File: src/rtl/fp_exception_unit_if.sv
// rtl/fp_exception_unit_if.sv - result channel between rounding stage, exception unit and writeback
interface fp_exception_unit_if #(
   parameter int EXP_W = 8,
   parameter int MAN_W = 23
);
   localparam int W = 1 + EXP_W + MAN_W;

   // upstream side: pre-exception result and datapath status
   logic         in_valid;
   logic         in_ready;
   logic [W-1:0] z;
   logic         neg_e;
   logic         r;
   logic         s;
   logic [4:0]   input_exc;
   logic         eof;
   logic [1:0]   rnd_mode;

   // downstream side: final result and per-result flags
   logic         p_valid;
   logic         p_ready;
   logic [W-1:0] p;
   logic [4:0]   flags;

   modport master (
      output in_valid, z, neg_e, r, s, input_exc, eof, rnd_mode, p_ready,
      input  in_ready, p_valid, p, flags
   );

   modport slave (
      input  in_valid, z, neg_e, r, s, input_exc, eof, rnd_mode, p_ready,
      output in_ready, p_valid, p, flags
   );
endinterface

File: src/rtl/fp_exception_unit.sv
// rtl/fp_exception_unit.sv - IEEE-754 special-value substitution, flags, sticky status and exception counter
module fp_exception_unit #(
   parameter int EXP_W = 8,
   parameter int MAN_W = 23,
   parameter int CNT_W = 16
) (
   input  logic             clk,
   input  logic             rst,
   fp_exception_unit_if.slave bus,
   input  logic             flag_clr,
   output logic [4:0]       sticky_flags,
   output logic [CNT_W-1:0] exc_count
);
   localparam int W = 1 + EXP_W + MAN_W;

   // flag bit positions
   localparam int F_OVF = 4;
   localparam int F_UNF = 3;
   localparam int F_INV = 1;
   localparam int F_NX  = 0;

   localparam logic [1:0] RM_RNE = 2'b00;
   localparam logic [1:0] RM_RTZ = 2'b01;
   localparam logic [1:0] RM_RUP = 2'b10;
   localparam logic [1:0] RM_RDN = 2'b11;

   logic [W-1:0]     p_q, p_d;
   logic [4:0]       flags_q, flags_d;
   logic             p_valid_q, p_valid_d;
   logic [4:0]       sticky_q, sticky_d;
   logic [CNT_W-1:0] cnt_q, cnt_d;

   logic             accept;
   logic             xfer;
   logic             sign;
   logic [W-1:0]     qnan;
   logic [W-1:0]     inf_val;
   logic [W-1:0]     max_val;
   logic             ovf_to_inf;
   logic [W-1:0]     res;
   logic [4:0]       res_flags;
   logic [4:0]       xfer_flags;
   logic             qualifies;

   assign bus.in_ready = ~p_valid_q | bus.p_ready;
   assign accept       = bus.in_valid & bus.in_ready;
   assign xfer         = p_valid_q & bus.p_ready;

   assign sign    = bus.z[W-1];
   assign qnan    = {1'b0, {EXP_W{1'b1}}, 1'b1, {(MAN_W-1){1'b0}}};
   assign inf_val = {sign, {EXP_W{1'b1}}, {MAN_W{1'b0}}};
   assign max_val = {sign, {(EXP_W-1){1'b1}}, 1'b0, {MAN_W{1'b1}}};

   // directed rounding modes saturate to max finite when rounding away from infinity
   always_comb begin
      ovf_to_inf = 1'b1;
      case (bus.rnd_mode)
         RM_RNE:  ovf_to_inf = 1'b1;
         RM_RTZ:  ovf_to_inf = 1'b0;
         RM_RUP:  ovf_to_inf = ~sign;
         RM_RDN:  ovf_to_inf = sign;
         default: ovf_to_inf = 1'b1;
      endcase
   end

   always_comb begin
      res       = bus.z;
      res_flags = 5'b00000;
      if (|bus.input_exc[4:2]) begin
         res            = qnan;
         res_flags[F_INV] = 1'b1;
      end else if (|bus.input_exc[1:0]) begin
         res = inf_val;
      end else if (bus.eof) begin
         res              = ovf_to_inf ? inf_val : max_val;
         res_flags[F_OVF] = 1'b1;
         res_flags[F_NX]  = 1'b1;
      end else if (bus.neg_e & (bus.r | bus.s)) begin
         res              = {sign, {(W-1){1'b0}}};
         res_flags[F_UNF] = 1'b1;
         res_flags[F_NX]  = 1'b1;
      end else begin
         res             = bus.z;
         res_flags[F_NX] = bus.r | bus.s;
      end
   end

   always_comb begin
      p_d       = p_q;
      flags_d   = flags_q;
      p_valid_d = p_valid_q;
      if (accept) begin
         p_d       = res;
         flags_d   = res_flags;
         p_valid_d = 1'b1;
      end else if (xfer) begin
         p_valid_d = 1'b0;
      end
   end

   // a clear coinciding with a transfer clears first, then records that transfer
   always_comb begin
      xfer_flags = xfer ? flags_q : 5'b00000;
      qualifies  = xfer & (|flags_q[4:1]);
      sticky_d   = flag_clr ? xfer_flags : (sticky_q | xfer_flags);
      cnt_d      = cnt_q;
      if (flag_clr) begin
         cnt_d = qualifies ? CNT_W'(1) : '0;
      end else if (qualifies && (cnt_q != {CNT_W{1'b1}})) begin
         cnt_d = cnt_q + CNT_W'(1);
      end
   end

   always_ff @(posedge clk or posedge rst) begin
      if (rst) begin
         p_q       <= '0;
         flags_q   <= '0;
         p_valid_q <= 1'b0;
         sticky_q  <= '0;
         cnt_q     <= '0;
      end else begin
         p_q       <= p_d;
         flags_q   <= flags_d;
         p_valid_q <= p_valid_d;
         sticky_q  <= sticky_d;
         cnt_q     <= cnt_d;
      end
   end

   assign bus.p       = p_q;
   assign bus.flags   = flags_q;
   assign bus.p_valid = p_valid_q;
   assign sticky_flags = sticky_q;
   assign exc_count    = cnt_q;
endmodule

File: src/flat_wrapper.sv
// flat-port wrapper written by rule: the top's interface ports become plain ports
module fp_exception_unit_flat 
#(
   parameter int EXP_W = 8,
   parameter int MAN_W = 23,
   parameter int CNT_W = 16
)
  (clk, rst, flag_clr, sticky_flags, exc_count, bus_in_valid, bus_z, bus_neg_e, bus_r, bus_s, bus_input_exc, bus_eof, bus_rnd_mode, bus_p_ready, bus_in_ready, bus_p_valid, bus_p, bus_flags);
  fp_exception_unit_if #(.EXP_W(EXP_W), .MAN_W(MAN_W)) bus_i ();
  input  logic clk;
  input  logic rst;
  input  logic flag_clr;
  output logic [4:0] sticky_flags;
  output logic [CNT_W-1:0] exc_count;
  input wire logic [$bits(bus_i.in_valid)-1:0] bus_in_valid;
  input wire logic [$bits(bus_i.z)-1:0] bus_z;
  input wire logic [$bits(bus_i.neg_e)-1:0] bus_neg_e;
  input wire logic [$bits(bus_i.r)-1:0] bus_r;
  input wire logic [$bits(bus_i.s)-1:0] bus_s;
  input wire logic [$bits(bus_i.input_exc)-1:0] bus_input_exc;
  input wire logic [$bits(bus_i.eof)-1:0] bus_eof;
  input wire logic [$bits(bus_i.rnd_mode)-1:0] bus_rnd_mode;
  input wire logic [$bits(bus_i.p_ready)-1:0] bus_p_ready;
  output wire logic [$bits(bus_i.in_ready)-1:0] bus_in_ready;
  output wire logic [$bits(bus_i.p_valid)-1:0] bus_p_valid;
  output wire logic [$bits(bus_i.p)-1:0] bus_p;
  output wire logic [$bits(bus_i.flags)-1:0] bus_flags;
  assign bus_i.in_valid = bus_in_valid;
  assign bus_i.z = bus_z;
  assign bus_i.neg_e = bus_neg_e;
  assign bus_i.r = bus_r;
  assign bus_i.s = bus_s;
  assign bus_i.input_exc = bus_input_exc;
  assign bus_i.eof = bus_eof;
  assign bus_i.rnd_mode = bus_rnd_mode;
  assign bus_i.p_ready = bus_p_ready;
  assign bus_in_ready = bus_i.in_ready;
  assign bus_p_valid = bus_i.p_valid;
  assign bus_p = bus_i.p;
  assign bus_flags = bus_i.flags;
  fp_exception_unit #(.EXP_W(EXP_W), .MAN_W(MAN_W), .CNT_W(CNT_W)) u_core (.clk(clk), .rst(rst), .bus(bus_i), .flag_clr(flag_clr), .sticky_flags(sticky_flags), .exc_count(exc_count));
endmodule
File: config.mk
export PLATFORM = sky130hd
export DESIGN_NAME = fp_exception_unit_flat
export DESIGN_NICKNAME = d
export VERILOG_FILES = /design/src/rtl/fp_exception_unit_if.sv /design/src/rtl/fp_exception_unit.sv /design/src/flat_wrapper.sv
export SDC_FILE = /design/constraint.sdc
export NUM_CORES = 1
export LEC_CHECK = 0
export ABC_AREA = 0
export CORE_MARGIN = 4
export CORE_UTILIZATION = 38
export CTS_CLUSTER_SIZE = 30
export DETAILED_ROUTE_END_ITERATION = 10
export MAX_ROUTING_LAYER = met4
export PLACE_DENSITY = 0.74
export REMOVE_ABC_BUFFERS = 1
export SETUP_SLACK_MARGIN = 0.05
export SKIP_CTS_REPAIR_TIMING = 1
export SLEW_MARGIN = 10
export SYNTH_ARGS = -nofsm -noshare
export SYNTH_HDL_FRONTEND = slang
export SYNTH_SLANG_ARGS = --single-unit
File: constraint.sdc
create_clock -name clk -period 1.8 [get_ports clk]
set_input_delay 0.36 -clock clk [delete_from_list [all_inputs] [get_ports clk]]
set_output_delay 0.36 -clock clk [all_outputs]
set_load 0.01 [all_outputs]
==> impl_results.md <==
- Critical path fanouts, max: 5
- Min Hold Slack: 0.3158 ns
- TritonCTS Buffers: 9
- Port Buf Inserts: between 100 and 150
- Final Cell Area: approximately 4600 um^2
- Final worst setup slack: ~0.074 ns
- Most frequent cells in the layout: 92 x clkdlybuf4s50_1, 51 x dfrtp_1, 49 x buf_4, 38 x a21oi_1, 37 x nand2_1
- Final Hold Viols: 0
- Clk_skew: ~0.0047 ns
- Final period util: 0.9589
- RD Place Congestion: 0.8498
- Synth async-reset ratio: 1.000
- Slew Limit Fails: 0
- 1st-iter DRT viols: 116
- Hpwl dp: about 6000 um
- Wire per inst: 15.56 um
- Critical-path cell list: ha_2 > nand4_1 > or3_4 > or4_4 > a21oi_2
- EDFF count, synth: 0
- Top cell type's share of synthesized area: 0.5246
- Seq. cell area: 1434 um^2
- Worst-Skew Late Latency: between 0.3 and 0.4 ns
- Max cap viols: 0
- Core Rows: 30
- DRT Wirelength: between 8000 and 9000 um
- Post-route ant nets: 0
- Endpoints failing setup: 0
- Core area: 6869 um^2
- Filler cell count: 552
- Synth area leader: dfrtp_1
- I/O pin total: ~110
- GRT Overall Usage: 0.2049
- Initial Util: 0.3958
- Outcome: finished, final reports clean
- Lkg Pwr: approximately 2.1 nW
- Number of global-route vias before repair: 2,761
- RSZ-0062 raised after global routing: yes
- Mapped Avg Cell Area: between 9 and 10 um^2
- CP Class: register to register
- Diode count: 0
- Hold crit path type: input port to asynchronous set/reset pin
- Power Total: 3.030 mW
- Peak supply drop: between 0.0003 and 0.0004 V
- Largest net degree at the start of global routing: 32
- Yosys cell types: 48
- Top area cells in the synthesized netlist: dfrtp_1 52%, a21oi_1 7.4%, o21ai_0 5.2%
- Initial antenna violation count: 0
- Crit path from: u_core.exc_count[1]
- Root Driver: clkbuf_8
- Nets: between 400 and 500
- Slew at the pin closest to its max-slew limit: between 0.5 and 0.6 ns
- # DRC: 0
- Yosys warning count: 0
- Clock sinks: 57
- Routed via count: between 2,000 and 3,000
- Die W: 92.59 um
- Startpoint type of the worst setup path: register
- Htree depth: 3
- CP endpoint kind: register
- CTS tree: done
- First-pass GRT wire length: 13,600 um
- Placed cell areas: 4167 um^2
- Dominant synthesized flop cell: dfrtp_1
- Mapped Area: 2719 um^2
- Post-synthesis sequential area ratio: 0.5246
- Critical-path top delay cell: or4_4
- Worst EP arrival: approximately 2 ns
- Fin util: 0.6628
- Vias per cell: just over 5
- Layout cells sized above 1: 0.2210
- Achievable frequency: 0.5794 GHz
- Reg clk slew, reported paths: 0.06 ns
- Critical Path RT: just over 2 ns
- Detailed Routing Iterations Pass 1: 5
- Pre-CTS setup slack: -0.3829 ns
- Post-layout minimum cycle time: 1.726 ns
- Area grow syn2layout: 67.46%
- Cells after Synth: a little under 300
- Die Footprint: between 8000 and 9000 um^2
- Register bit total from synthesis: 57
- DIE HEIGHT: roughly 93 um
- CP max stage delay: about 0.43 ns
- CTS Buffer Depth: 2
- Most common cell after layout, fill and taps aside: clkdlybuf4s50_1
- Worst r2r src: u_core.exc_count[1]
- Footprint of the multi-input gates: between 1000 and 1500 um^2
- Slew HR: 0.6403
- PD cells: between 600 and 700 nW/um^2
- Total gr overflow: 0
==> worst paths after layout <==
check	endpoint	slack, ns	cells past startpoint
setup / recovery	u_core.exc_count[10]	0.07	5
hold / removal	u_core.bus.p[11]	0.32	2
setup reg to reg	u_core.exc_count[10]	0.07	5
hold reg to reg	u_core.bus.p[17]	0.48	2
max in group asynchronous	u_core.exc_count[5]	0.94	3
min in group clk	u_core.sticky_flags[4]	0.46	3
==> metal layers <==
metal,global-route usage,vias up,part of all wire
met1,0.2593,1296,0.42
met2,0.3221,122,0.49
met5,-,-,0
met3,0.05280,10,0.084
met4,0.06683,0,0.011
li1,-,1343,-
==> final cells by class <==
type,count,share of cell area
timing repair buffer,158,0.3361
sequential,57,0.3149
multi-input combinational,213,0.2743
clock buffer,10,0.02803
tap,96,0.02638
clock inverter,4,0.01539
inverter,6,0.004946
==> sequential cells by signal (all words and copies together), names as in the netlist <==
name                 count
u_core.sticky_flags      4
u_core.bus.p_valid       1
u_core.exc_count        16
u_core.bus.flags         4
u_core.bus.p            32
==> cells in the mapped netlist, drive strengths merged, types with 2 or more instances <==
master and count:
nand2 37, and4 2, nand3 11, nor2 21, and3 2, nor2b 7, dfrtp 57, a21oi 40
or4 3, nand2b 5, inv 6, clkbuf 14, or3 3, o21ai 29, mux2 7, a21boi 2
nor3 12, o31ai 3, nand4 6, buf 5
==> metrics by stage <==
step / TNS [ns] / instances
final: 0 / 544
after global routing: 0 / 544
after CTS: -0.4664 / 531
after detailed placement: -11.68 / 517
after global placement: -10.68 / 517
after floorplan: -0.7763 / 276
==> cell families (layout without fill, tap and decap cells) <==
family / count (synthesis) / in the layout / synth area share
simple gates: 115 / 115 / 0.2149
compound gates: 87 / 87 / 0.1836
flops: 57 / 57 / 0.5246
buf+inv: 25 / 178 / 0.03819
mux: 8 / 8 / 0.03268
fa+ha+maj: 1 / 1 / 0.004601
other cells: 1 / 2 / 0.001379
==> critical path, delay by kind of cell (launching register included) <==
family	cells	cell delay, ns
flip-flops	1	0.38
AND/OR/NAND/NOR	3	0.97
adder cells (fa/ha/maj)	1	0.20
AO/OA/AOI/OAI	1	0.12
==> where the power goes <==
group	switching, mW	leakage [nW]	internal, mW
Combinational	0.200	1.24	0.245
Sequential	0.0216	0.728	1.31
Clock	0.494	0.102	0.759
(Power assumes the default switching activity.)
